[src/rtl/sv39_ptw_walker_if.sv]
// sv39_ptw_walker_if: miss, PTE memory and TLB update/fault signals of the SV39 walker
interface sv39_ptw_walker_if #(
    parameter int ASID_WIDTH = 1,
    parameter int VLEN       = 39,
    parameter int PLEN       = 56
);
    logic                  miss_valid_i;
    logic                  miss_ready_o;
    logic [VLEN-1:0]       miss_vaddr_i;
    logic [ASID_WIDTH-1:0] miss_asid_i;
    logic                  mem_req_valid_o;
    logic                  mem_req_ready_i;
    logic [PLEN-1:0]       mem_req_addr_o;
    logic                  mem_rsp_valid_i;
    logic [63:0]           mem_rsp_data_i;
    logic                  mem_rsp_err_i;
    logic                  update_valid_o;
    logic [26:0]           update_vpn_o;
    logic [ASID_WIDTH-1:0] update_asid_o;
    logic                  update_is_1G_o;
    logic                  update_is_2M_o;
    logic [63:0]           update_content_o;
    logic                  fault_o;
    logic [VLEN-1:0]       fault_vaddr_o;

    modport master (
        input  miss_valid_i, miss_vaddr_i, miss_asid_i, mem_req_ready_i,
               mem_rsp_valid_i, mem_rsp_data_i, mem_rsp_err_i,
        output miss_ready_o, mem_req_valid_o, mem_req_addr_o, update_valid_o,
               update_vpn_o, update_asid_o, update_is_1G_o, update_is_2M_o,
               update_content_o, fault_o, fault_vaddr_o
    );

    modport slave (
        output miss_valid_i, miss_vaddr_i, miss_asid_i, mem_req_ready_i,
               mem_rsp_valid_i, mem_rsp_data_i, mem_rsp_err_i,
        input  miss_ready_o, mem_req_valid_o, mem_req_addr_o, update_valid_o,
               update_vpn_o, update_asid_o, update_is_1G_o, update_is_2M_o,
               update_content_o, fault_o, fault_vaddr_o
    );
endinterface

[src/rtl/sv39_ptw_walker.sv]
// sv39_ptw_walker: SV39 page-table walker producing one TLB update or page fault per miss
module sv39_ptw_walker #(
    parameter int ASID_WIDTH = 1,
    parameter int VLEN       = 39,
    parameter int PLEN       = 56
) (
    input  logic              clk_i,
    input  logic              rst_i,
    input  logic              flush_i,
    input  logic [43:0]       satp_ppn_i,
    sv39_ptw_walker_if.master bus
);
    typedef enum logic [2:0] {IDLE, REQ, WAIT, UPDATE, FAULT, DRAIN} state_e;

    state_e                state_q, state_d;
    logic [VLEN-1:0]       vaddr_q;
    logic [ASID_WIDTH-1:0] asid_q;
    logic [43:0]           ppn_q;
    logic [1:0]            level_q;
    logic [63:0]           pte_q;
    logic                  is_1g_q, is_2m_q, flushed_q;
    logic [8:0]            vpn_idx;
    logic [55:0]           pte_addr;
    logic                  pte_leaf, misaligned, walk_fault;

    assign vpn_idx    = level_q == 2'd2 ? vaddr_q[38:30] : level_q == 2'd1 ? vaddr_q[29:21] : vaddr_q[20:12];
    assign pte_addr   = {ppn_q, vpn_idx, 3'b000};
    assign pte_leaf   = bus.mem_rsp_data_i[1] | bus.mem_rsp_data_i[3];
    assign misaligned = (level_q == 2'd2 && bus.mem_rsp_data_i[27:10] != 18'd0) ||
                        (level_q == 2'd1 && bus.mem_rsp_data_i[18:10] != 9'd0);
    // A pointer at level 0 has nowhere left to go, so it faults like a bad leaf.
    assign walk_fault = bus.mem_rsp_err_i | ~bus.mem_rsp_data_i[0] |
                        (~bus.mem_rsp_data_i[1] & bus.mem_rsp_data_i[2]) |
                        (pte_leaf ? misaligned : level_q == 2'd0);

    assign bus.miss_ready_o     = state_q == IDLE;
    assign bus.mem_req_valid_o  = state_q == REQ;
    assign bus.mem_req_addr_o   = pte_addr[PLEN-1:0];
    assign bus.update_valid_o   = state_q == UPDATE && !flush_i;
    assign bus.fault_o          = state_q == FAULT && !flush_i;
    assign bus.update_vpn_o     = vaddr_q[38:12];
    assign bus.update_asid_o    = asid_q;
    assign bus.update_is_1G_o   = is_1g_q;
    assign bus.update_is_2M_o   = is_2m_q;
    assign bus.update_content_o = pte_q;
    assign bus.fault_vaddr_o    = vaddr_q;

    // State register
    always_ff @(posedge clk_i or posedge rst_i) begin
        if (rst_i) state_q <= IDLE;
        else       state_q <= state_d;
    end

    // Next-state logic; a flushed walk still waits out its outstanding request
    always_comb begin
        state_d = state_q;
        case (state_q)
            IDLE:          if (bus.miss_valid_i) state_d = REQ;
            REQ:           if (bus.mem_req_ready_i) state_d = (flush_i || flushed_q) ? DRAIN : WAIT;
            WAIT:          if (flush_i) state_d = bus.mem_rsp_valid_i ? IDLE : DRAIN;
                           else if (bus.mem_rsp_valid_i) state_d = walk_fault ? FAULT : pte_leaf ? UPDATE : REQ;
            UPDATE, FAULT: state_d = IDLE;
            DRAIN:         if (bus.mem_rsp_valid_i) state_d = IDLE;
            default:       state_d = IDLE;
        endcase
    end

    // Walk context: miss capture, PTE capture, descent to the next level
    always_ff @(posedge clk_i or posedge rst_i) begin
        if (rst_i) begin
            vaddr_q   <= '0;
            asid_q    <= '0;
            ppn_q     <= '0;
            level_q   <= '0;
            pte_q     <= '0;
            is_1g_q   <= 1'b0;
            is_2m_q   <= 1'b0;
            flushed_q <= 1'b0;
        end else begin
            if (state_q == IDLE && bus.miss_valid_i) begin
                vaddr_q <= bus.miss_vaddr_i;
                asid_q  <= bus.miss_asid_i;
                ppn_q   <= satp_ppn_i;
                level_q <= 2'd2;
            end
            if (state_q == WAIT && bus.mem_rsp_valid_i && !flush_i) begin
                pte_q   <= bus.mem_rsp_data_i;
                is_1g_q <= level_q == 2'd2;
                is_2m_q <= level_q == 2'd1;
                if (!walk_fault && !pte_leaf) begin
                    ppn_q   <= bus.mem_rsp_data_i[53:10];
                    level_q <= level_q - 2'd1;
                end
            end
            flushed_q <= state_q == REQ && !bus.mem_req_ready_i && (flush_i || flushed_q);
        end
    end
endmodule

[src/flat_wrapper.sv]
// flat-port wrapper written by rule: the top's interface ports become plain ports
module sv39_ptw_walker_flat 
#(
    parameter int ASID_WIDTH = 1,
    parameter int VLEN       = 39,
    parameter int PLEN       = 56
)
  (clk_i, rst_i, flush_i, satp_ppn_i, bus_miss_valid_i, bus_miss_vaddr_i, bus_miss_asid_i, bus_mem_req_ready_i, bus_mem_rsp_valid_i, bus_mem_rsp_data_i, bus_mem_rsp_err_i, bus_miss_ready_o, bus_mem_req_valid_o, bus_mem_req_addr_o, bus_update_valid_o, bus_update_vpn_o, bus_update_asid_o, bus_update_is_1G_o, bus_update_is_2M_o, bus_update_content_o, bus_fault_o, bus_fault_vaddr_o);
  sv39_ptw_walker_if #(.ASID_WIDTH(ASID_WIDTH), .VLEN(VLEN), .PLEN(PLEN)) bus_i ();
  input  logic clk_i;
  input  logic rst_i;
  input  logic flush_i;
  input  logic [43:0] satp_ppn_i;
  input wire logic [$bits(bus_i.miss_valid_i)-1:0] bus_miss_valid_i;
  input wire logic [$bits(bus_i.miss_vaddr_i)-1:0] bus_miss_vaddr_i;
  input wire logic [$bits(bus_i.miss_asid_i)-1:0] bus_miss_asid_i;
  input wire logic [$bits(bus_i.mem_req_ready_i)-1:0] bus_mem_req_ready_i;
  input wire logic [$bits(bus_i.mem_rsp_valid_i)-1:0] bus_mem_rsp_valid_i;
  input wire logic [$bits(bus_i.mem_rsp_data_i)-1:0] bus_mem_rsp_data_i;
  input wire logic [$bits(bus_i.mem_rsp_err_i)-1:0] bus_mem_rsp_err_i;
  output wire logic [$bits(bus_i.miss_ready_o)-1:0] bus_miss_ready_o;
  output wire logic [$bits(bus_i.mem_req_valid_o)-1:0] bus_mem_req_valid_o;
  output wire logic [$bits(bus_i.mem_req_addr_o)-1:0] bus_mem_req_addr_o;
  output wire logic [$bits(bus_i.update_valid_o)-1:0] bus_update_valid_o;
  output wire logic [$bits(bus_i.update_vpn_o)-1:0] bus_update_vpn_o;
  output wire logic [$bits(bus_i.update_asid_o)-1:0] bus_update_asid_o;
  output wire logic [$bits(bus_i.update_is_1G_o)-1:0] bus_update_is_1G_o;
  output wire logic [$bits(bus_i.update_is_2M_o)-1:0] bus_update_is_2M_o;
  output wire logic [$bits(bus_i.update_content_o)-1:0] bus_update_content_o;
  output wire logic [$bits(bus_i.fault_o)-1:0] bus_fault_o;
  output wire logic [$bits(bus_i.fault_vaddr_o)-1:0] bus_fault_vaddr_o;
  assign bus_i.miss_valid_i = bus_miss_valid_i;
  assign bus_i.miss_vaddr_i = bus_miss_vaddr_i;
  assign bus_i.miss_asid_i = bus_miss_asid_i;
  assign bus_i.mem_req_ready_i = bus_mem_req_ready_i;
  assign bus_i.mem_rsp_valid_i = bus_mem_rsp_valid_i;
  assign bus_i.mem_rsp_data_i = bus_mem_rsp_data_i;
  assign bus_i.mem_rsp_err_i = bus_mem_rsp_err_i;
  assign bus_miss_ready_o = bus_i.miss_ready_o;
  assign bus_mem_req_valid_o = bus_i.mem_req_valid_o;
  assign bus_mem_req_addr_o = bus_i.mem_req_addr_o;
  assign bus_update_valid_o = bus_i.update_valid_o;
  assign bus_update_vpn_o = bus_i.update_vpn_o;
  assign bus_update_asid_o = bus_i.update_asid_o;
  assign bus_update_is_1G_o = bus_i.update_is_1G_o;
  assign bus_update_is_2M_o = bus_i.update_is_2M_o;
  assign bus_update_content_o = bus_i.update_content_o;
  assign bus_fault_o = bus_i.fault_o;
  assign bus_fault_vaddr_o = bus_i.fault_vaddr_o;
  sv39_ptw_walker #(.ASID_WIDTH(ASID_WIDTH), .VLEN(VLEN), .PLEN(PLEN)) u_core (.clk_i(clk_i), .rst_i(rst_i), .flush_i(flush_i), .satp_ppn_i(satp_ppn_i), .bus(bus_i));
endmodule
[config.mk]
export PLATFORM = sky130hd
export DESIGN_NAME = sv39_ptw_walker_flat
export DESIGN_NICKNAME = d
export VERILOG_FILES = /design/src/rtl/sv39_ptw_walker_if.sv /design/src/rtl/sv39_ptw_walker.sv /design/src/flat_wrapper.sv
export SDC_FILE = /design/constraint.sdc
export NUM_CORES = 1
export LEC_CHECK = 0
export CAP_MARGIN = 20
export CORE_ASPECT_RATIO = 1.2
export CORE_MARGIN = 2
export CORE_UTILIZATION = 41
export DETAILED_ROUTE_END_ITERATION = 10
export GPL_TIMING_DRIVEN = 0
export PLACE_DENSITY = 0.89
export SKIP_LAST_GASP = 1
export SYNTH_ARGS = -nofsm -noshare
export SYNTH_HDL_FRONTEND = slang
export SYNTH_SLANG_ARGS = --single-unit
[constraint.sdc]
create_clock -name clk_i -period 6.45 [get_ports clk_i]
set_clock_uncertainty 0.05 [all_clocks]
set_input_delay 1.6125 -clock clk_i [delete_from_list [all_inputs] [get_ports clk_i]]
set_output_delay 1.6125 -clock clk_i [all_outputs]
set_load 0.01 [all_outputs]
==> flow_metrics.tcl, run 1 <==
set metrics [dict create \
    leakagePower_nw 5.13 \
    grt_use_total 0.211 \
    startpoint "flush_i" \
    synth-seq-area-share 0.537 \
    worstReg2RegStart "u_core.level_q[0]$_DFF_PP0_" \
    antenna_found_initial 0 \
    hpwl_um 15600 \
    worstHoldStart "u_core.bus.update_content_o[1]$_DFFE_PP0P_" \
    path_clk_slew_ns 0.06 \
    cts.repair.resized 0 \
    crit_path_start_kind "input pin" \
    ys_ff_latch 156 \
    place_inst 1064 \
    critical_path.slowest_cell "clkdlybuf4s50_1" \
    drtIter0Drc 125 \
    cts_root_buffer "clkbuf_16" \
    finish.utilization 0.666 \
    die_area_sq_mm 0.0188 \
    tightestPinTransition_ns 0.795 \
    min_period_over_period 0.745 \
    drc 0 \
    dr.pass1.iters 4 \
    crit_chain "clkdlybuf4s50_1, nor4_1, clkdlybuf4s50_1" \
    dpl_cell_area_sq_mm 0.0110 \
    stdcell_count 1096 \
    critPathTopFamily "buffers and inverters" \
    max_slew_margin 0.470 \
    htreeDepth 4 \
    grt_overflow 0 \
    cts_buffers 17 \
    cpPeakStageDelay_ns 0.63 \
    cts_buffer_depth 2 \
    hold_class "reg2reg" \
    hold_slack_ns 0.428 \
    yosys_warnings 0 \
    slew_viol_final 0 \
    post-route-cell-area_sq_mm 0.0116 \
    postCtsSetupBuffers 0 \
    io_pins 348 \
    crit_buf_inv 2 \
    finalSetupViolCount 0 \
    area_growth_pct 59.8 \
    crit_arrival_ns 3.14 \
    synth_edf_count 0 \
    cp_common_cell "clkdlybuf4s50_1" \
    finalWeightedCongestion 0.896 \
    place_ws_ns 1.61 \
    vias 5370 \
    port_buffers 344 \
    n_antenna_cell 0 \
    die_h_um 150 \
    timing.final.ws_setup_ns 1.64 \
    rsz0062_at_grt "false" \
    critical_path_class "in2out" \
    cp_max_fo 7 \
    core-area_sq_mm 0.0174 \
    die_w_um 126 \
    initial_core_util 0.417 \
    grt_pass1_wl_um 30900 \
    grt_pass1_vias 5623 \
    ctsHoldBuffers 0 \
    tritoncts "built" \
    rows 53 \
    wirelength_um 20000 \
    layout.nets 1021 \
    worstSetupEndpointType "output port" \
    cellPowerDensity_mw_per_mm2 492 \
    fin_crit_ns 4.81 \
    vias_per_cell 4.90 \
    crit_required_ns 4.79 \
    wl_per_cell_um 18.3 \
    antenna_left 0 \
    tns_ns 0 \
    netlist_area_sq_mm 0.00727 \
    peakVddDrop_mv 0.228 \
    drive_gt1_frac 0.320 \
    hold_violations 0 \
    maxCapViolCount 0 \
    ys_types 40 \
    clock-sinks 156 \
    max_clock_freq_mhz 208 \
    syn-mean-instance-area_sq_um 14.6 \
    clock_latency_ns 0.42 \
    status "finished, final reports clean" \
    grt_max_degree 84 \
    synth_ff_type "dfrtp_1" \
    power_mw 5.72 \
    netlist_instances 497 \
    synthArstFlopShare 1.00 \
]
[tightest hold or removal path, cell delays in order (launching register included)]
cell and delay [ns]:
dfrtp_1 0.34, nand2_1 0.05, o21ai_0 0.06
[placed cells by master, fill, tap and decap left out, drive strengths merged, types with 2 or more instances in the layout]
cell type | synthesis | routed
clkdlybuf4s50 | 0 | 344
mux2 | 192 | 192
dfrtp | 156 | 156
buf | 49 | 50
clkbuf | 8 | 27
o21ai | 15 | 15
nand2 | 13 | 13
inv | 8 | 13
mux2i | 10 | 10
nor2 | 5 | 5
clkinv | 0 | 5
nor3 | 4 | 4
nor4 | 4 | 4
a221oi | 4 | 4
ha | 3 | 3
conb | 1 | 3
nor3b | 2 | 2
nand2b | 2 | 2
a211oi | 2 | 2
nand3b | 2 | 2
clkinvlp | 0 | 2
[power by group]
| group | internal (mW) | total [mW] | switching (mW) |
|---|---|---|---|
| clock network | 0.563 | 0.990 | 0.427 |
| logic | 1.93 | 2.96 | 1.02 |
| registers | 1.47 | 1.77 | 0.302 |
[cell families (layout without fill, tap and decap cells)]
kind of cell | count (synthesis) | count (layout) | synth area share
mux | 202 | 202 | 0.333
flops | 156 | 156 | 0.537
buf+inv | 65 | 442 | 0.0628
simple gates | 41 | 41 | 0.0347
compound gates | 29 | 29 | 0.0268
fa+ha+maj | 3 | 3 | 0.00516
other cells | 1 | 3 | 0.000516
[per-layer routing]
| layer | vias up | GRT usage | routed length (um) |
|---|---|---|---|
| li1 | 2477 | - | - |
| met4 | 0 | 0.0728 | 471 |
| met2 | 233 | 0.382 | 10700 |
| met5 | - | 0 | 0 |
| met1 | 2629 | 0.234 | 7400 |
| met3 | 31 | 0.0651 | 1420 |
[cell usage after synthesis (2+ instances only)]
library cell,count,area [sq um]
dfrtp_1,156,3900
mux2_2,149,1680
mux2_4,43,646
buf_4,38,285
o21ai_0,15,75.1
nand2_1,12,45.0
mux2i_1,10,100
buf_6,9,101
clkbuf_1,8,30.0
inv_1,8,30.0
nor2_1,5,18.8
nor3_1,4,20.0
nor4_1,4,25.0
a221oi_1,3,26.3
ha_1,3,37.5
a211oi_1,2,15.0
buf_2,2,10.0
nand2b_1,2,12.5
nand3b_1,2,15.0
nor3b_1,2,15.0
[cell type report]
class	instances	area, sq um
inverters	8	37.5
repair buffers	345	3470
fillers	1284	5820
flip-flops and latches	156	3900
multi-input cells	278	2920
well taps	220	275
plain buffers	57	427
clock inverters	13	134
clock buffers	19	453
[worst paths after layout]
check	to	slack (ns)	cells after the start
min reg2reg	u_core.bus.update_content_o[1]$_DFFE_PP0P_	0.43	2
min	u_core.bus.update_content_o[1]$_DFFE_PP0P_	0.43	2
max	bus_fault_o	1.64	3
min in group asynchronous	u_core.ppn_q[31]$_DFF_PP0_	1.62	2
max in group asynchronous	u_core.bus.update_content_o[1]$_DFFE_PP0P_	3.93	3
max reg2reg	u_core.ppn_q[33]$_DFF_PP0_	4.19	6
[state kept, by name, summed over array words and instances, names as in the netlist]
signal / flops
u_core.bus.update_content_o: 64
u_core.level_q: 2
u_core.flushed_q: 1
u_core.bus.fault_vaddr_o: 39
u_core.state_q: 3
u_core.ppn_q: 44
u_core.bus.update_is_1G_o: 1
u_core.bus.update_is_2M_o: 1
u_core.bus.update_asid_o: 1
Note: power is estimated with default switching activity, not from simulation.
==> run 2: changes to the inputs <==
- CORE_UTILIZATION: 41 -> 37
- PLACE_DENSITY: 0.89 -> 0.85
- clock period: 6.45 -> 4.4 ns (I/O delays scaled with it)
==> flow_metrics.tcl, run 2 (synthesis results as in run 1) <==
set metrics [dict create \
    status "finished, final reports clean" \
    cellPowerDensity_mw_per_mm2 721 \
    n_antenna_cell 0 \
    slew_viol_final 0 \
    worstHoldStart "u_core.bus.update_content_o[1]$_DFFE_PP0P_" \
    whs_path_depth 2 \
    met3_usage 0.0602 \
    wl_per_cell_um 18.6 \
    worstReg2RegStart "u_core.level_q[0]$_DFF_PP0_" \
    area_growth_pct 61.0 \
    hold_slack_ns 0.428 \
    peakVddDrop_mv 0.372 \
    min_period_over_period 0.884 \
    grt_pass1_wl_um 32100 \
    reg2reg_depth 6 \
    cts_buffer_depth 2 \
    grt_pass1_vias 5778 \
    critical_path_class "reg2out" \
    cts_buffers 17 \
    rows 56 \
    die_h_um 158 \
    mostFrequentLayoutCell "clkdlybuf4s50_1" \
    rsz0062_at_grt "false" \
    critPathTopFamily "buffers and inverters" \
    hpwl_um 16600 \
    antenna_left 0 \
    drc 0 \
    cp_common_cell "clkbuf_1" \
    clock_latency_ns 0.41 \
    grt_max_degree 41 \
    fin_crit_ns 3.89 \
    io_pins 348 \
    crit_buf_inv 4 \
    met2_usage 0.357 \
    clock-sinks 156 \
    die_w_um 132 \
    die_area_sq_mm 0.0208 \
    timing.final.ws_setup_ns 0.509 \
    critical_path.slowest_cell "clkdlybuf4s50_1" \
    crit_path_start_kind "flip-flop" \
    cp_max_fo 10 \
    layout.nets 1024 \
    tritoncts "built" \
    most-common-layout-cells "clkdlybuf4s50_1, dfrtp_1, mux2_2" \
    place_ws_ns 0.775 \
    drive_gt1_frac 0.320 \
    top_usage_layer "met2" \
    startpoint "u_core.level_q[0]$_DFF_PP0_" \
    vias 5433 \
    drtIter0Drc 230 \
    dr.pass1.iters 4 \
    wirelength_um 21100 \
    grtUsageMet1 0.224 \
    cts.repair.resized 0 \
    crit_chain "inv_1, ha_1, clkbuf_1, clkbuf_1, nand2_1, o21ai_0, clkdlybuf4s50_1" \
    leakagePower_nw 5.14 \
    finish.utilization 0.603 \
    cpPeakStageDelay_ns 0.62 \
    vias_per_cell 4.77 \
    tightestPinTransition_ns 0.774 \
    ctsHoldBuffers 0 \
    worstSetupEndpointType "output port" \
    finalWeightedCongestion 0.882 \
    max_slew_margin 0.479 \
    nFillCells 1551 \
    crit_required_ns 3.25 \
    crit_arrival_ns 2.74 \
    max_clock_freq_mhz 257 \
    critical_path_depth 7 \
    path_clk_slew_ns 0.06 \
    htreeDepth 4 \
    finalSetupViolCount 0 \
    postCtsSetupBuffers 0 \
    largest_reg_flops 64 \
    hold_class "reg2reg" \
    grt_overflow 0 \
    hold_violations 0 \
    initial_core_util 0.375 \
    grt_use_total 0.200 \
    cts_root_buffer "clkbuf_16" \
    core-area_sq_mm 0.0194 \
    antenna_found_initial 0 \
    port_buffers 344 \
    maxCapViolCount 0 \
]
-- run 2: changes by cell type in the layout (fill, tap and decap cells not counted) --
cell | before | now
buf_12 | 0 | 4
buf_16 | 1 | 0
bufinv_16 | 1 | 2
clkbuf_1 | 8 | 9
clkbuf_8 | 2 | 1
clkinv_2 | 1 | 3
clkinv_4 | 4 | 1
inv_6 | 3 | 5
inv_8 | 3 | 0
-- run 2: metal layers --
layer / wire length, um / share of wire
met5: 0 / 0
met1: 8010 / 0.38
met3: 1450 / 0.069
met4: 620 / 0.029
met2: 11100 / 0.52
-- run 2: where the power goes --
group | switching, mW | leakage (nW) | internal, mW
Sequential | 0.474 | 1.93 | 2.15
Clock | 0.617 | 0.285 | 0.856
Combinational | 1.51 | 2.93 | 2.84
Total | 2.60 | 5.14 | 5.85
-- run 2: worst paths after layout --
kind                                                               endpoint  slack (ns)
worst max-delay path                                  bus_mem_req_addr_o[7]        0.51
worst min-delay path             u_core.bus.update_content_o[1]$_DFFE_PP0P_        0.43
worst max register to register                   u_core.ppn_q[31]$_DFF_PP0_        2.20
worst min register to register   u_core.bus.update_content_o[1]$_DFFE_PP0P_        0.43
max in group asynchronous       u_core.bus.update_content_o[36]$_DFFE_PP0P_        2.63
min in group asynchronous                     u_core.state_q[1]$_DFFE_PP0P_        0.92
-- run 2: final cells by class --
type,instances,area (sq um),share of cell area
clock inverter,12,135,0.0115
inverter,8,33.8,0.00288
timing repair buffer,348,3520,0.301
clock buffer,19,443,0.0378
buffer,57,427,0.0364
multi-input combinational,278,2920,0.249
sequential,156,3900,0.333
tap,261,327,0.0279
-- run 2: metrics by stage --
step                TNS, ns  power [mW]  cell area (sq um)  std cells
floorplan                 0        4.67               7280        499
finish                    0        8.45              11700       1139
global placement     -24.78        6.90              11100       1104
detailed placement        0        7.03              11100       1108
CTS                       0        8.53              11700       1139
global route              0        8.88              11700       1139
-- run 2: worst min-delay path, cell delays in order, from the launching register on --
cell and delay (ns):
dfrtp_1 0.34, nand2_1 0.05, o21ai_0 0.06
==> run 3: changes to the inputs <==
--- a/constraint.sdc
+++ b/constraint.sdc
@@ -4,2 +4,2 @@
 set_output_delay 1.1 -clock clk_i [all_outputs]
-set_load 0.01 [all_outputs]
+set_load 0.02 [all_outputs]
==> results of run 3 <==
The final DEF is identical to that of run 2. Status: finished, final reports clean.
Among the figures that moved: setup slack after placement 0.775 ns -> 0.707 ns; setup slack after layout 0.509 ns -> 0.441 ns; total power 8.45 mW -> 9.14 mW; worst IR drop on VDD 0.372 mV -> 0.422 mV
